File: src/rtl/alu_ctrl_pkg.sv
// Shared opcode, FSM-state and owner-id definitions for the arbitrated ALU controller.
package alu_ctrl_pkg;

  localparam logic [2:0] OP_ADD = 3'd0;
  localparam logic [2:0] OP_SUB = 3'd1;
  localparam logic [2:0] OP_SHL = 3'd2;
  localparam logic [2:0] OP_SHR = 3'd3;
  localparam logic [2:0] OP_AND = 3'd4;
  localparam logic [2:0] OP_OR  = 3'd5;
  localparam logic [2:0] OP_XOR = 3'd6;
  localparam logic [2:0] OP_NOT = 3'd7;

  typedef enum logic [1:0] {
    IDLE = 2'd0,
    EXEC = 2'd1,
    DONE = 2'd2
  } state_e;

  localparam logic REQ0 = 1'b0;
  localparam logic REQ1 = 1'b1;

endpackage

File: src/rtl/alu_core.sv
// Purely combinational 8-operation ALU; the carry/borrow output exists only when ALU_FLAGS_EN is defined.
module alu_core
  import alu_ctrl_pkg::*;
#(
  parameter int WIDTH = 4
) (
  input  logic [2:0]       sel_i,
  input  logic [WIDTH-1:0] a_i,
  input  logic [WIDTH-1:0] b_i,
`ifdef ALU_FLAGS_EN
  output logic             carry_o,
`endif
  output logic [WIDTH-1:0] y_o
);

  logic shiftOut;

  // Shift amounts at or beyond the operand width flush everything out.
  assign shiftOut = (int'(b_i) >= WIDTH);

`ifdef ALU_FLAGS_EN
  logic [WIDTH:0] sum;
  assign sum = {1'b0, a_i} + {1'b0, b_i};
`endif

  always_comb begin
    y_o = '0;
`ifdef ALU_FLAGS_EN
    carry_o = 1'b0;
`endif
    case (sel_i)
      OP_ADD: begin
`ifdef ALU_FLAGS_EN
        y_o     = sum[WIDTH-1:0];
        carry_o = sum[WIDTH];
`else
        y_o = a_i + b_i;
`endif
      end
      OP_SUB: begin
        y_o = a_i - b_i;
`ifdef ALU_FLAGS_EN
        carry_o = (a_i < b_i);
`endif
      end
      OP_SHL:  y_o = shiftOut ? '0 : (a_i << b_i);
      OP_SHR:  y_o = shiftOut ? '0 : (a_i >> b_i);
      OP_AND:  y_o = a_i & b_i;
      OP_OR:   y_o = a_i | b_i;
      OP_XOR:  y_o = a_i ^ b_i;
      default: y_o = ~a_i;
    endcase
  end

endmodule

File: src/rtl/alu_arbiter_controller.sv
// Arbitrates two requesters onto one shared alu_core: IDLE -> EXEC -> DONE with a registered result.
// Optional flag outputs (flag_zero, flag_carry) are enabled by defining ALU_FLAGS_EN.
module alu_arbiter_controller
  import alu_ctrl_pkg::*;
#(
  parameter int WIDTH = 4,
  parameter bit FAIR  = 1'b1
) (
  input  logic             clk,
  input  logic             rst,
  input  logic             req0,
  input  logic [2:0]       sel0,
  input  logic [WIDTH-1:0] a0,
  input  logic [WIDTH-1:0] b0,
  input  logic             req1,
  input  logic [2:0]       sel1,
  input  logic [WIDTH-1:0] a1,
  input  logic [WIDTH-1:0] b1,
  output logic             gnt0,
  output logic             gnt1,
  output logic             done0,
  output logic             done1,
  output logic [WIDTH-1:0] result,
`ifdef ALU_FLAGS_EN
  output logic             flag_zero,
  output logic             flag_carry,
`endif
  output logic             busy
);

  state_e           state_q, state_d;
  logic             owner_q, lastOwner_q, winner, anyReq;
  logic [2:0]       sel_q;
  logic [WIDTH-1:0] a_q, b_q, result_q, aluY;
`ifdef ALU_FLAGS_EN
  logic             aluCarry, flagZero_q, flagCarry_q;
`endif

  assign anyReq = req0 | req1;

  // On contention the round-robin pointer hands the ALU to whoever was not served last.
  always_comb begin
    winner = REQ0;
    if (req0 && req1) begin
      if (FAIR) winner = (lastOwner_q == REQ0) ? REQ1 : REQ0;
    end else if (req1) begin
      winner = REQ1;
    end
  end

  always_ff @(posedge clk) begin
    if (rst) state_q <= IDLE;
    else     state_q <= state_d;
  end

  always_comb begin
    state_d = state_q;
    case (state_q)
      IDLE:    if (anyReq) state_d = EXEC;
      EXEC:    state_d = DONE;
      default: state_d = IDLE;
    endcase
  end

  always_comb begin
    gnt0  = 1'b0;
    gnt1  = 1'b0;
    done0 = 1'b0;
    done1 = 1'b0;
    busy  = (state_q != IDLE);
    if (state_q == EXEC || state_q == DONE) begin
      gnt0 = (owner_q == REQ0);
      gnt1 = (owner_q == REQ1);
    end
    if (state_q == DONE) begin
      done0 = (owner_q == REQ0);
      done1 = (owner_q == REQ1);
    end
  end

  alu_core #(.WIDTH(WIDTH)) u_core (
    .sel_i   (sel_q),
    .a_i     (a_q),
    .b_i     (b_q),
`ifdef ALU_FLAGS_EN
    .carry_o (aluCarry),
`endif
    .y_o     (aluY)
  );

  // Operands are captured only at grant so clients may change them once granted.
  always_ff @(posedge clk) begin
    if (rst) begin
      owner_q     <= REQ0;
      lastOwner_q <= REQ1;
      sel_q       <= '0;
      a_q         <= '0;
      b_q         <= '0;
      result_q    <= '0;
`ifdef ALU_FLAGS_EN
      flagZero_q  <= 1'b0;
      flagCarry_q <= 1'b0;
`endif
    end else begin
      if (state_q == IDLE && anyReq) begin
        owner_q     <= winner;
        lastOwner_q <= winner;
        sel_q       <= (winner == REQ1) ? sel1 : sel0;
        a_q         <= (winner == REQ1) ? a1 : a0;
        b_q         <= (winner == REQ1) ? b1 : b0;
      end
      if (state_q == EXEC) begin
        result_q    <= aluY;
`ifdef ALU_FLAGS_EN
        flagZero_q  <= (aluY == '0);
        flagCarry_q <= aluCarry;
`endif
      end
    end
  end

  assign result = result_q;
`ifdef ALU_FLAGS_EN
  assign flag_zero  = flagZero_q;
  assign flag_carry = flagCarry_q;
`endif

endmodule

File: config.mk
export PLATFORM = sky130hd
export DESIGN_NAME = alu_arbiter_controller
export DESIGN_NICKNAME = d
export VERILOG_FILES = /design/src/rtl/alu_ctrl_pkg.sv /design/src/rtl/alu_core.sv /design/src/rtl/alu_arbiter_controller.sv
export SDC_FILE = /design/constraint.sdc
export NUM_CORES = 1
export LEC_CHECK = 0
export ABC_AREA = 1
export BUFFER_PORTS_ARGS = -buffer_cell sky130_fd_sc_hd__clkbuf_2
export CORE_ASPECT_RATIO = 0.7
export CORE_MARGIN = 5
export CORE_UTILIZATION = 35
export CTS_CLUSTER_SIZE = 12
export DETAILED_ROUTE_END_ITERATION = 6
export PLACE_DENSITY = 0.54
export SLEW_MARGIN = 20
export SYNTH_ARGS = -nofsm -noshare
export SYNTH_HDL_FRONTEND = slang
export SYNTH_SLANG_ARGS = --single-unit
File: constraint.sdc
create_clock -name clk -period 4.4 [get_ports clk]
set_clock_uncertainty 0.1 [all_clocks]
set_input_delay 0.44 -clock clk [delete_from_list [all_inputs] [get_ports clk]]
set_output_delay 0.44 -clock clk [all_outputs]
set_load 0.005 [all_outputs]
==> results of run 1 <==
[critical path, stage by stage, from the launching register on]
cell     delay (ps)
dfxtp_1         470
inv_2           140
ha_1            310
nand2_1          60
o21ai_0         140
fa_1            530
a21oi_1          40
nor3_1          180
nand2_1          70
nand2_1          60
a21oi_1          50
[layout make-up]
class | instances | area share
sequential | 19 | 0.208
multi-input combinational | 190 | 0.555
timing repair buffer | 35 | 0.0971
tap | 55 | 0.0376
clock inverter | 1 | 0.00410
inverter | 37 | 0.0759
clock buffer | 3 | 0.0226
[power by group through the flow]
| stage | Sequential (mW) | Combinational [mW] | Clock (mW) |
|---|---|---|---|
| after floorplan | 0.223 | 0.202 | 0 |
| after global placement | 0.233 | 0.266 | 0 |
| after detailed placement | 0.233 | 0.265 | 0 |
| after CTS | 0.230 | 0.267 | 0.130 |
| after global routing | 0.235 | 0.313 | 0.139 |
| final | 0.230 | 0.266 | 0.126 |
[flip-flops by register name, indices dropped and copies added (netlist names)]
| name | cells |
|---|---|
| lastOwner_q | 1 |
| b_q | 4 |
| result | 4 |
| owner_q | 1 |
| sel_q | 3 |
| state_q | 2 |
| a_q | 4 |
[through the flow]
step	cell area [sq um]	std cells
after floorplan	1560	252
after global placement	1780	336
after detailed placement	1780	336
after CTS	1830	340
after global routing	1830	340
final	1830	340
[metal layers]
metal,up-vias,part of all wire
li1,881,-
met1,697,0.55
met2,42,0.39
met3,4,0.050
met4,0,0.0098
met5,-,0
[worst max-delay path by stage]
stage | startpoint | to | cells after the start
2_1_floorplan | b_q[0] | result[1] | 10
3_3_place_gp | b_q[0] | result[1] | 10
3_5_place_dp | b_q[0] | result[1] | 10
4_1_cts | b_q[0] | result[1] | 10
5_1_grt | b_q[0] | result[3] | 15
6_report | b_q[0] | result[1] | 10
[cells by family (layout without fill, tap and decap cells)]
| family | after synthesis | in the layout | share of synthesized area |
|---|---|---|---|
| AO/OA/AOI/OAI | 44 | 44 | 0.155 |
| XOR/XNOR | 2 | 2 | 0.0112 |
| adder cells (fa/ha/maj) | 18 | 18 | 0.149 |
| buffers and inverters | 43 | 76 | 0.106 |
| flip-flops | 19 | 19 | 0.244 |
| AND/OR/NAND/NOR | 126 | 126 | 0.335 |
[cells in the mapped netlist (2+ instances only)]
library cell and count:
dfxtp_1 19, a31oi_1 11, inv_2 7, nand2_1 80, buf_2 2, nor2_1 19
o21ai_0 19, nand3_1 22, clkbuf_1 3, inv_1 30, ha_1 17, a21oi_1 11
nand4_1 3
==> metrics.md, run 1 <==
| Metric | Value |
|---|---|
| Global-route wire length before repair | 7120 um |
| Max-slew violations | 0 |
| Die Width | 89.8 um |
| Hold WC Path Type | input pin to register |
| Post-Route WL | 4090 um |
| VDD IR max | 0.149 mV |
| Pwr dens | 340 nW/um^2 |
| CTS sink count | 19 |
| Fmax | 0.443 GHz |
| Crit path time final | 2260 ps |
| Htree depth | 1 |
| Sequential share of power | 0.369 |
| FF-to-FF setup slack | 2140 ps |
| Share of cells above drive strength 1 | 0.165 |
| Main synth FF type | dfxtp_1 |
| Multi-input logic area | 1020 sq um |
| Clk_lat worst skew | 260 ps |
| Pin count of the biggest net entering global routing | 24 |
| # hold bufs at CTS | 0 |
| Register area | 380 sq um |
| Synth top area share | 0.244 |
| ANT cells | 0 |
| GR peak layer | met2 |
| Sw frac | 0.413 |
| Final Worst Setup Slack | 2140 ps |
| Commonest non-fill, non-tap cells in the layout | nand2_1 (80), clkbuf_2 (34), inv_1 (30), nand3_1 (22) |
| Number of synthesis warnings | 0 |
| Post-synthesis cell area | 1560 sq um |
| Post-CTS resize count | 0 |
| CP max FO | 9 |
| Vias per cell | 4.78 |
| Hold Path Sink | b_q[3] |
| Initial Utilization | 0.361 |
| IO buf count | 34 |
| Die Area | 5920 sq um |
| Final setup violation count | 0 |
| Int Pwr | 0.365 mW |
| Relative slew slack | 0.761 |
| Pre-CTS setup slack | 2160 ps |
| Post-synthesis sequential area ratio | 0.244 |
| Worst-Margin Slew | 358 ps |
| Area grow syn2layout | 17.2% |
| Hold path start | b1[3] |
| Critical path launch point type | register |
| Syn_area_per_cell | 6.20 sq um |
| Seq cells post-synth | 19 |
| RSZ-0062 raised after global routing | false |
| Worst setup path class | register to register |
| Worst path arrival time | 2300 ps |
| GRT overflow | 0 |
| Layout net count | 330 |
| Post-route core utilization | 0.423 |
| P_leak | 0.966 nW |
| Reg2reg path depth | 10 |
| DPL Wire Length | 3300 um |
| PnR Total Power | 0.622 mW |
| Initial antenna violation count | 0 |
| Core Area | 4330 sq um |
| Clk Tree Root Cell | clkbuf_8 |
| Die Ht | 65.9 um |
| Clock transition at the registers of the reported paths | 80 ps |
| Post-CTS setup buffers | 0 |
| CTS tree | built |
| Gp weighted congestion | 0.936 |
| Final worst-path cycle share | 0.513 |
| R2r startpoint | b_q[0] |
| Worst hold slack | 321 ps |
| Asr flop ratio synth | 0 |
| Worst path required time | 4440 ps |
| WL/cell | 12.0 um |
| Most common cell after layout, fill and taps aside | nand2_1 |
| Vias in the first global route | 1561 |
| Netlist cell types | 22 |
| Total track usage | 0.144 |
| DRT iter0 DRCs | 95 |
| Psw | 0.257 mW |
| WHS Path Cells | 3 |
| Hold Fails Final Rpt | 0 |
| Clock share of power | 0.203 |
| Synth area leader | dfxtp_1 |
| FF-to-FF End | result[1] |
| Logic gate share of total power | 0.428 |
| Post-Syn Instances | 252 |
| Met1 Use GR | 0.212 |
| Max-cap violations | 0 |
| Row count | 20 |
| Top cells by area, synth | dfxtp_1 (24%), nand2_1 (19%), ha_1 (14%) |
| Mapped Nets | 296 |
| ANT nets after route | 0 |
| Fillcell total | 474 |
| Io pins | 35 |
| Critical path capture point type | register |
| Routing usage on met3 | 0.0273 |
| Drt first pass iters | 4 |
| # DRC | 0 |
| CTS Buf Count | 3 |
| Setup TNS | 0 ps |
| Met2 Use GR | 0.215 |
| Run status | complete, no violations |
| EDFF count, synth | 0 |
| CTS Buffer Depth | 2 |
| DR vias | 1624 |
No activity file was read; power rests on OpenSTA's default activity.
==> run 2: changes to the inputs <==
- clock period: 4.4 -> 2.15 ns (I/O delays scaled with it)
==> run 2 against run 1 <==
  * Sequential share of layout area shrank 0.86 points
  * Setup slack lost 1900 ps
  * Largest cell class unchanged
  * Register-to-register slack lost 1900 ps
  * Wire length increased by 4.9%
  * Critical path depth stayed put
  * Total power up 110%
  * Core utilization increased by 1.8 points
  * Die area did not move
  * Combinational power increased by 130%
  * Clock power is 110% higher
  * Flip-flop and latch count is the same
==> metrics.md, run 2 (synthesis gave the netlist of run 1 again) <==
| Metric | Value |
|---|---|
| Run status | complete, no violations (unchanged) |
| Initial Utilization | 0.361 (unchanged) |
| Critical path launch point type | register (unchanged) |
| Hold WC Path Type | input pin to register (unchanged) |
| Total track usage | 0.153 (was 0.144) |
| DR vias | 1642 (was 1624) |
| FF-to-FF setup slack | 210 ps (was 2140 ps) |
| CTS Buf Count | 3 (unchanged) |
| IO buf count | 34 (unchanged) |
| Post-CTS setup buffers | 0 (unchanged) |
| RSZ-0062 raised after global routing | false (unchanged) |
| Share of cells above drive strength 1 | 0.197 (was 0.165) |
| Layout net count | 340 (was 330) |
| ANT nets after route | 0 (unchanged) |
| Max-cap violations | 0 (unchanged) |
| Commonest non-fill, non-tap cells in the layout | nand2_1 (80), clkbuf_2 (34), inv_1 (30), nand3_1 (22) (unchanged) |
| Fmax | 0.517 GHz (was 0.443 GHz) |
| Worst path required time | 2200 ps (was 4440 ps) |
| WHS Path Cells | 3 (unchanged) |
| Die Area | 5920 sq um (unchanged) |
| Io pins | 35 (unchanged) |
| CP max FO | 2 (was 9) |
| Htree depth | 1 (unchanged) |
| Fillcell total | 478 (was 474) |
| Worst-Margin Slew | 340 ps (was 358 ps) |
| Hold path start | a0[2] (was b1[3]) |
| # hold bufs at CTS | 0 (unchanged) |
| Critical path capture point type | register (unchanged) |
| Max-slew violations | 0 (unchanged) |
| Clock transition at the registers of the reported paths | 90 ps (was 80 ps) |
| R2r startpoint | b_q[1] (was b_q[0]) |
| Die Ht | 65.9 um (unchanged) |
| Pin count of the biggest net entering global routing | 24 (unchanged) |
| Core Area | 4330 sq um (unchanged) |
| Gp weighted congestion | 0.849 (was 0.936) |
| CP Launch Point | b_q[1] (was b_q[0]) |
| Relative slew slack | 0.773 (was 0.761) |
| Pwr dens | 698 nW/um^2 (was 340 nW/um^2) |
| Vias per cell | 4.69 (was 4.78) |
| Global-route wire length before repair | 7330 um (was 7120 um) |
| Multi-input logic area | 1020 sq um (about the same) |
| Final worst-path cycle share | 0.900 (was 0.513) |
| Worst path arrival time | 1980 ps (was 2300 ps) |
| Vias in the first global route | 1506 (was 1561) |
| Initial antenna violation count | 0 (unchanged) |
| Post-CTS resize count | 0 (unchanged) |
| Reg2reg path depth | 10 (unchanged) |
| Register area | 380 sq um (unchanged) |
| ANT cells | 0 (unchanged) |
| CTS sink count | 19 (unchanged) |
| CTS tree | built (unchanged) |
| Setup TNS | 0 ps (unchanged) |
| CTS Buffer Depth | 2 (unchanged) |
| Inst Count DP | 346 (was 336) |
| VDD IR max | 0.293 mV (was 0.149 mV) |
| FF-to-FF End | result[1] (unchanged) |
| P_leak | 1.02 nW (was 0.966 nW) |
| DPL Wire Length | 3520 um (was 3300 um) |
| Crit path time final | 1940 ps (was 2260 ps) |
| # DRC | 0 (unchanged) |
| Most common cell after layout, fill and taps aside | nand2_1 (unchanged) |
| WL/cell | 12.2 um (was 12.0 um) |
| Final setup violation count | 0 (unchanged) |
| Area grow syn2layout | 22.3% (was 17.2%) |
| Row count | 20 (unchanged) |
| Post-Route WL | 4290 um (was 4090 um) |
| Clk_lat worst skew | 270 ps (was 260 ps) |
| Drt first pass iters | 4 (unchanged) |
| Hold Fails Final Rpt | 0 (unchanged) |
| Post-route insts no fill | 350 (was 340) |
| Die Width | 89.8 um (unchanged) |
| Clk Tree Root Cell | clkbuf_8 (unchanged) |
| Hold Path Sink | a_q[2] (was b_q[3]) |
| GRT overflow | 0 (unchanged) |
| DRT iter0 DRCs | 131 (was 95) |
| Worst setup path class | register to register (unchanged) |
run 2: cell types whose count changed in the layout (fill, tap and decap cells not counted), sizes merged:
cell  previous run  this run
buf              1        11
run 2: worst max-delay path: stages, from the launching register on:
cell and delay (ps):
dfxtp_1 350, inv_2 40, ha_1 260, nand2_1 80, o21ai_2 70, fa_1 510, a21oi_1 40, nor3_1 180
nand2_1 70, nand2_1 60, a21oi_1 50
run 2: worst max-delay path by stage:
stage	cells past startpoint	slack, ps	end
floorplan	10	80	result[1]
global placement	10	190	result[1]
detailed placement	10	150	result[1]
CTS	10	130	result[1]
global route	15	30	result[3]
finish	10	210	result[1]
run 2: metal layers:
metal	track usage	routed length, um
met1	0.246	2430
met2	0.200	1610
met3	0.0250	198
met4	0.0396	44
met5	0	0
run 2: final cells by class:
type	count	share of cell area
inverter	37	0.0727
sequential	19	0.199
clock inverter	1	0.00393
timing repair buffer	45	0.132
multi-input combinational	190	0.534
clock buffer	3	0.0216
tap	55	0.0360
run 2: per-stage QoR:
| step | power (mW) | setup WS [ps] | utilization | hold slack (ps) | instance area (sq um) |
|---|---|---|---|---|---|
| floorplan | 0.870 | 81.1 | - | 274 | 1560 |
| global placement | 1.07 | 186 | 0.429 | 354 | 1860 |
| detailed placement | 1.07 | 153 | 0.429 | 362 | 1860 |
| CTS | 1.34 | 132 | 0.440 | 77.5 | 1910 |
| global route | 1.47 | 28.4 | 0.441 | 79.2 | 1910 |
| finish | 1.33 | 214 | 0.441 | 84.8 | 1910 |
run 2: where the power goes:
| part | switching, mW | internal (mW) |
|---|---|---|
| registers | 0.0437 | 0.400 |
| logic | 0.372 | 0.249 |
| clock network | 0.136 | 0.131 |
==> run 3: changes to the inputs <==
- PLACE_DENSITY: 0.54 -> 0.61
- RECOVER_POWER: unset -> 25
- SYNTH_HIERARCHICAL: unset -> 1
==> run 3 against run 2 <==
  * Total power grew 13%
  * Register-to-register slack lost 70 ps
  * Critical path depth is the same
  * Sequential power grew 3%
  * Largest cell class unchanged
  * Largest power group unchanged
==> metrics.md, run 3 <==
| Metric | Value |
|---|---|
| Run status | complete, no violations (unchanged) |
| Layout net count | 374 (was 340) |
| Area grow syn2layout | 18.9% (was 22.3%) |
| ANT cells | 0 (unchanged) |
| Vias per cell | 4.51 (was 4.69) |
| Worst path arrival time | 2070 ps (was 1980 ps) |
| Io pins | 35 (unchanged) |
| Sequential share of power | 0.305 (was 0.333) |
| Hold path start | rst (was a0[2]) |
| Final Instance Area | 2100 sq um (was 1910 sq um) |
| CTS Buf Count | 3 (unchanged) |
| IO buf count | 34 (unchanged) |
| CP max FO | 2 (unchanged) |
| Sw frac | 0.433 (was 0.414) |
| Max-cap violations | 0 (unchanged) |
| Critical path capture point type | register (unchanged) |
| Mapped Nets | 332 (was 296) |
| Critical path launch point type | register (unchanged) |
| DPL Wire Length | 3410 um (was 3520 um) |
| Commonest non-fill, non-tap cells in the layout | nor2_1 (62), nand2_1 (60), inv_1 (38), clkbuf_2 (31), nand3_1 (22) (was nand2_1 (80), clkbuf_2 (34), inv_1 (30), nand3_1 (22)) |
| Most common cell after layout, fill and taps aside | nor2_1 (was nand2_1) |
| Worst-Margin Slew | 514 ps (was 340 ps) |
| GR peak layer | met1 (unchanged) |
| Routing usage on met3 | 0.0380 (was 0.0250) |
| Seq cells post-synth | 19 (unchanged) |
| Worst setup path class | register to register (unchanged) |
| # hold bufs at CTS | 0 (unchanged) |
| Gp weighted congestion | 0.927 (was 0.849) |
| Core Area | 4830 sq um (was 4330 sq um) |
| WHS Path Cells | 2 (was 3) |
| Post-synth top cells | nor2_1 (64), nand2_1 (61), inv_1 (39), nand3_1 (22), dfxtp_1 (19) (was nand2_1 (80), inv_1 (30), nand3_1 (22)) |
| VDD IR max | 0.345 mV (was 0.293 mV) |
| Worst path required time | 2220 ps (was 2200 ps) |
| P_leak | 1.16 nW (was 1.02 nW) |
| Asr flop ratio synth | 0 (unchanged) |
| Hold Fails Final Rpt | 0 (unchanged) |
| Final worst-path cycle share | 0.934 (was 0.900) |
| Placed inst area | 2020 sq um (was 1860 sq um) |
| DRT iter0 DRCs | 121 (was 131) |
| Drt first pass iters | 4 (unchanged) |
| # DRC | 0 (unchanged) |
| Met2 Use GR | 0.182 (was 0.200) |
| Post-Route WL | 4220 um (was 4290 um) |
| Main synth FF type | dfxtp_1 (unchanged) |
| FF-to-FF setup slack | 140 ps (was 210 ps) |
| Max incr delay on CP | 530 ps (was 510 ps) |
| Final setup violation count | 0 (unchanged) |
| ANT nets after route | 0 (unchanged) |
| Setup TNS | 0 ps (unchanged) |
| Met1 Use GR | 0.210 (was 0.246) |
| Clock share of power | 0.175 (was 0.200) |
| Clock transition at the registers of the reported paths | 80 ps (was 90 ps) |
| Syn_area_per_cell | 6.15 sq um (was 6.20 sq um) |
| Post-synthesis sequential area ratio | 0.215 (was 0.244) |
| Final Worst Setup Slack | 143 ps (was 214 ps) |
| Pre-CTS setup slack | 6.14 ps (was 153 ps) |
| Post-Syn Instances | 287 (was 252) |
| Int Pwr | 0.851 mW (was 0.781 mW) |
| Clk_lat worst skew | 260 ps (was 270 ps) |
| Initial Utilization | 0.365 (was 0.361) |
| Netlist cell types | 27 (was 22) |
| Total track usage | 0.133 (was 0.153) |
| Post-synthesis cell area | 1770 sq um (was 1560 sq um) |
| Global-route wire length before repair | 7320 um (was 7330 um) |
| Clk Tree Root Cell | clkbuf_8 (unchanged) |
| Number of synthesis warnings | 6 (was 0) |
| Pwr dens | 716 nW/um^2 (was 698 nW/um^2) |
| Relative slew slack | 0.656 (was 0.773) |
| WL/cell | 10.6 um (was 12.2 um) |
| Hold Path Sink | owner_q (was a_q[2]) |
| Share of cells above drive strength 1 | 0.232 (was 0.197) |
| Max-slew violations | 0 (unchanged) |
| Hold WC Path Type | input pin to register (unchanged) |
| DR vias | 1792 (was 1642) |
| CTS Buffer Depth | 2 (unchanged) |
| R2r startpoint | b_q[0] (was b_q[1]) |
| Die Ht | 69.4 um (was 65.9 um) |
| Die Width | 94.9 um (was 89.8 um) |
| Logic gate share of total power | 0.520 (was 0.467) |
| Psw | 0.651 mW (was 0.552 mW) |
| FF-to-FF End | result[1] (unchanged) |
| GRT overflow | 0 (unchanged) |
| Fmax | 0.498 GHz (was 0.517 GHz) |
| Initial antenna violation count | 0 (unchanged) |
| Pin count of the biggest net entering global routing | 23 (was 24) |
| Die Area | 6590 sq um (was 5920 sq um) |
| Htree depth | 1 (unchanged) |
| CP most frequent cell | nor2_1 (was nand2_1) |
| Synth top area share | 0.215 (was 0.244) |
| Worst path cell trace | inv_2 > ha_4 > nand2_1 > o21ai_2 > fa_2 > nor2_1 > nor3_1 > a21oi_1 > nor2_1 > nor2_1 (was inv_2 > ha_1 > nand2_1 > o21ai_2 > fa_1 > a21oi_1 > nor3_1 > nand2_1 > nand2_1 > a21oi_1) |
| CTS tree | built (unchanged) |
| Synth area leader | dfxtp_1 (unchanged) |
| CTS sink count | 19 (unchanged) |
| Row count | 21 (was 20) |
| Critical-path top delay cell | fa_2 (was fa_1) |
| Crit path time final | 2010 ps (was 1940 ps) |
| Fillcell total | 552 (was 478) |
| Vias in the first global route | 1665 (was 1506) |
| Top cells by area, synth | dfxtp_1 (22%), nor2_1 (14%), nand2_1 (13%) (was dfxtp_1 (24%), nand2_1 (19%), ha_1 (14%)) |
| EDFF count, synth | 0 (unchanged) |
| Reg2reg path depth | 10 (unchanged) |
| Count leader, synth | nor2_1 (was nand2_1) |
-- run 3: cell types whose count changed after synthesis, sizes merged, moves of 7 or more --
| cell | before | now |
|---|---|---|
| nand2 | 80 | 62 |
| inv | 37 | 47 |
| a31oi | 11 | 0 |
| nor2 | 19 | 68 |
| a21oi | 11 | 4 |
-- run 3: worst max path at each step --
| stage | slack [ps] | endpoint | depth (start not counted) | start |
|---|---|---|---|---|
| 2_1_floorplan | 80 | result[2] | 11 | b_q[0] |
| 3_3_place_gp | 60 | result[1] | 10 | b_q[0] |
| 3_5_place_dp | 6 | result[2] | 11 | b_q[0] |
| 4_1_cts | 3 | result[2] | 11 | b_q[1] |
| 5_1_grt | -10 | result[3] | 15 | b_q[1] |
| 6_report | 140 | result[1] | 10 | b_q[0] |
-- run 3: cells by family after synthesis --
family | Yosys count | share of synthesized area
and+or+nand+nor | 160 | 0.389
buffers and inverters | 55 | 0.150
AOI/OAI and AO/OA | 32 | 0.0971
adders and majority gates | 19 | 0.139
DFF | 19 | 0.215
xor gates and xnor gates | 2 | 0.00992
-- run 3: layout make-up --
cell class	count	area, sq um	area share
clock buffer	3	41.3	0.0197
clock inverter	1	5.00	0.00239
inverter	47	184	0.0877
multi-input combinational	213	1150	0.547
sequential	19	385	0.184
tap	69	86.3	0.0411
timing repair buffer	45	249	0.119
-- run 3: critical path: cells and delay by family, from the launching register on --
| family | cells | cell delay [ps] |
|---|---|---|
| buf+inv | 1 | 50 |
| fa+ha+maj | 2 | 760 |
| compound gates | 2 | 180 |
| simple gates | 5 | 510 |
| flops | 1 | 340 |
-- run 3: power groups by stage --
stage | clock network (mW) | registers (mW) | logic [mW]
finish | 0.262 | 0.458 | 0.782
global route | 0.284 | 0.467 | 0.897
CTS | 0.267 | 0.457 | 0.745
detailed placement | 0 | 0.464 | 0.741
global placement | 0 | 0.466 | 0.734
floorplan | 0 | 0.466 | 0.558
-- run 3: per-layer routing --
layer	part of all wire	vias up
met1	0.52	756
met3	0.087	0
met5	0	-
li1	-	964
met4	0	0
met2	0.39	72
-- run 3: timing repair --
| item | CTS | global route |
|---|---|---|
| gates resized for setup | 0 | 11 |
| setup endpoints to repair | 0 | 3 |
| setup buffers | 0 | 1 |
| hold endpoints to repair | 0 | 0 |
-- run 3: stage by stage --
step	power [mW]	hold slack, ps	utilization	std cells
CTS	1.47	5.64	0.427	396
detailed placement	1.21	298	0.418	392
global placement	1.20	294	0.418	392
floorplan	1.02	184	-	287
global route	1.65	16.9	0.434	397
finish	1.50	11.4	0.434	397
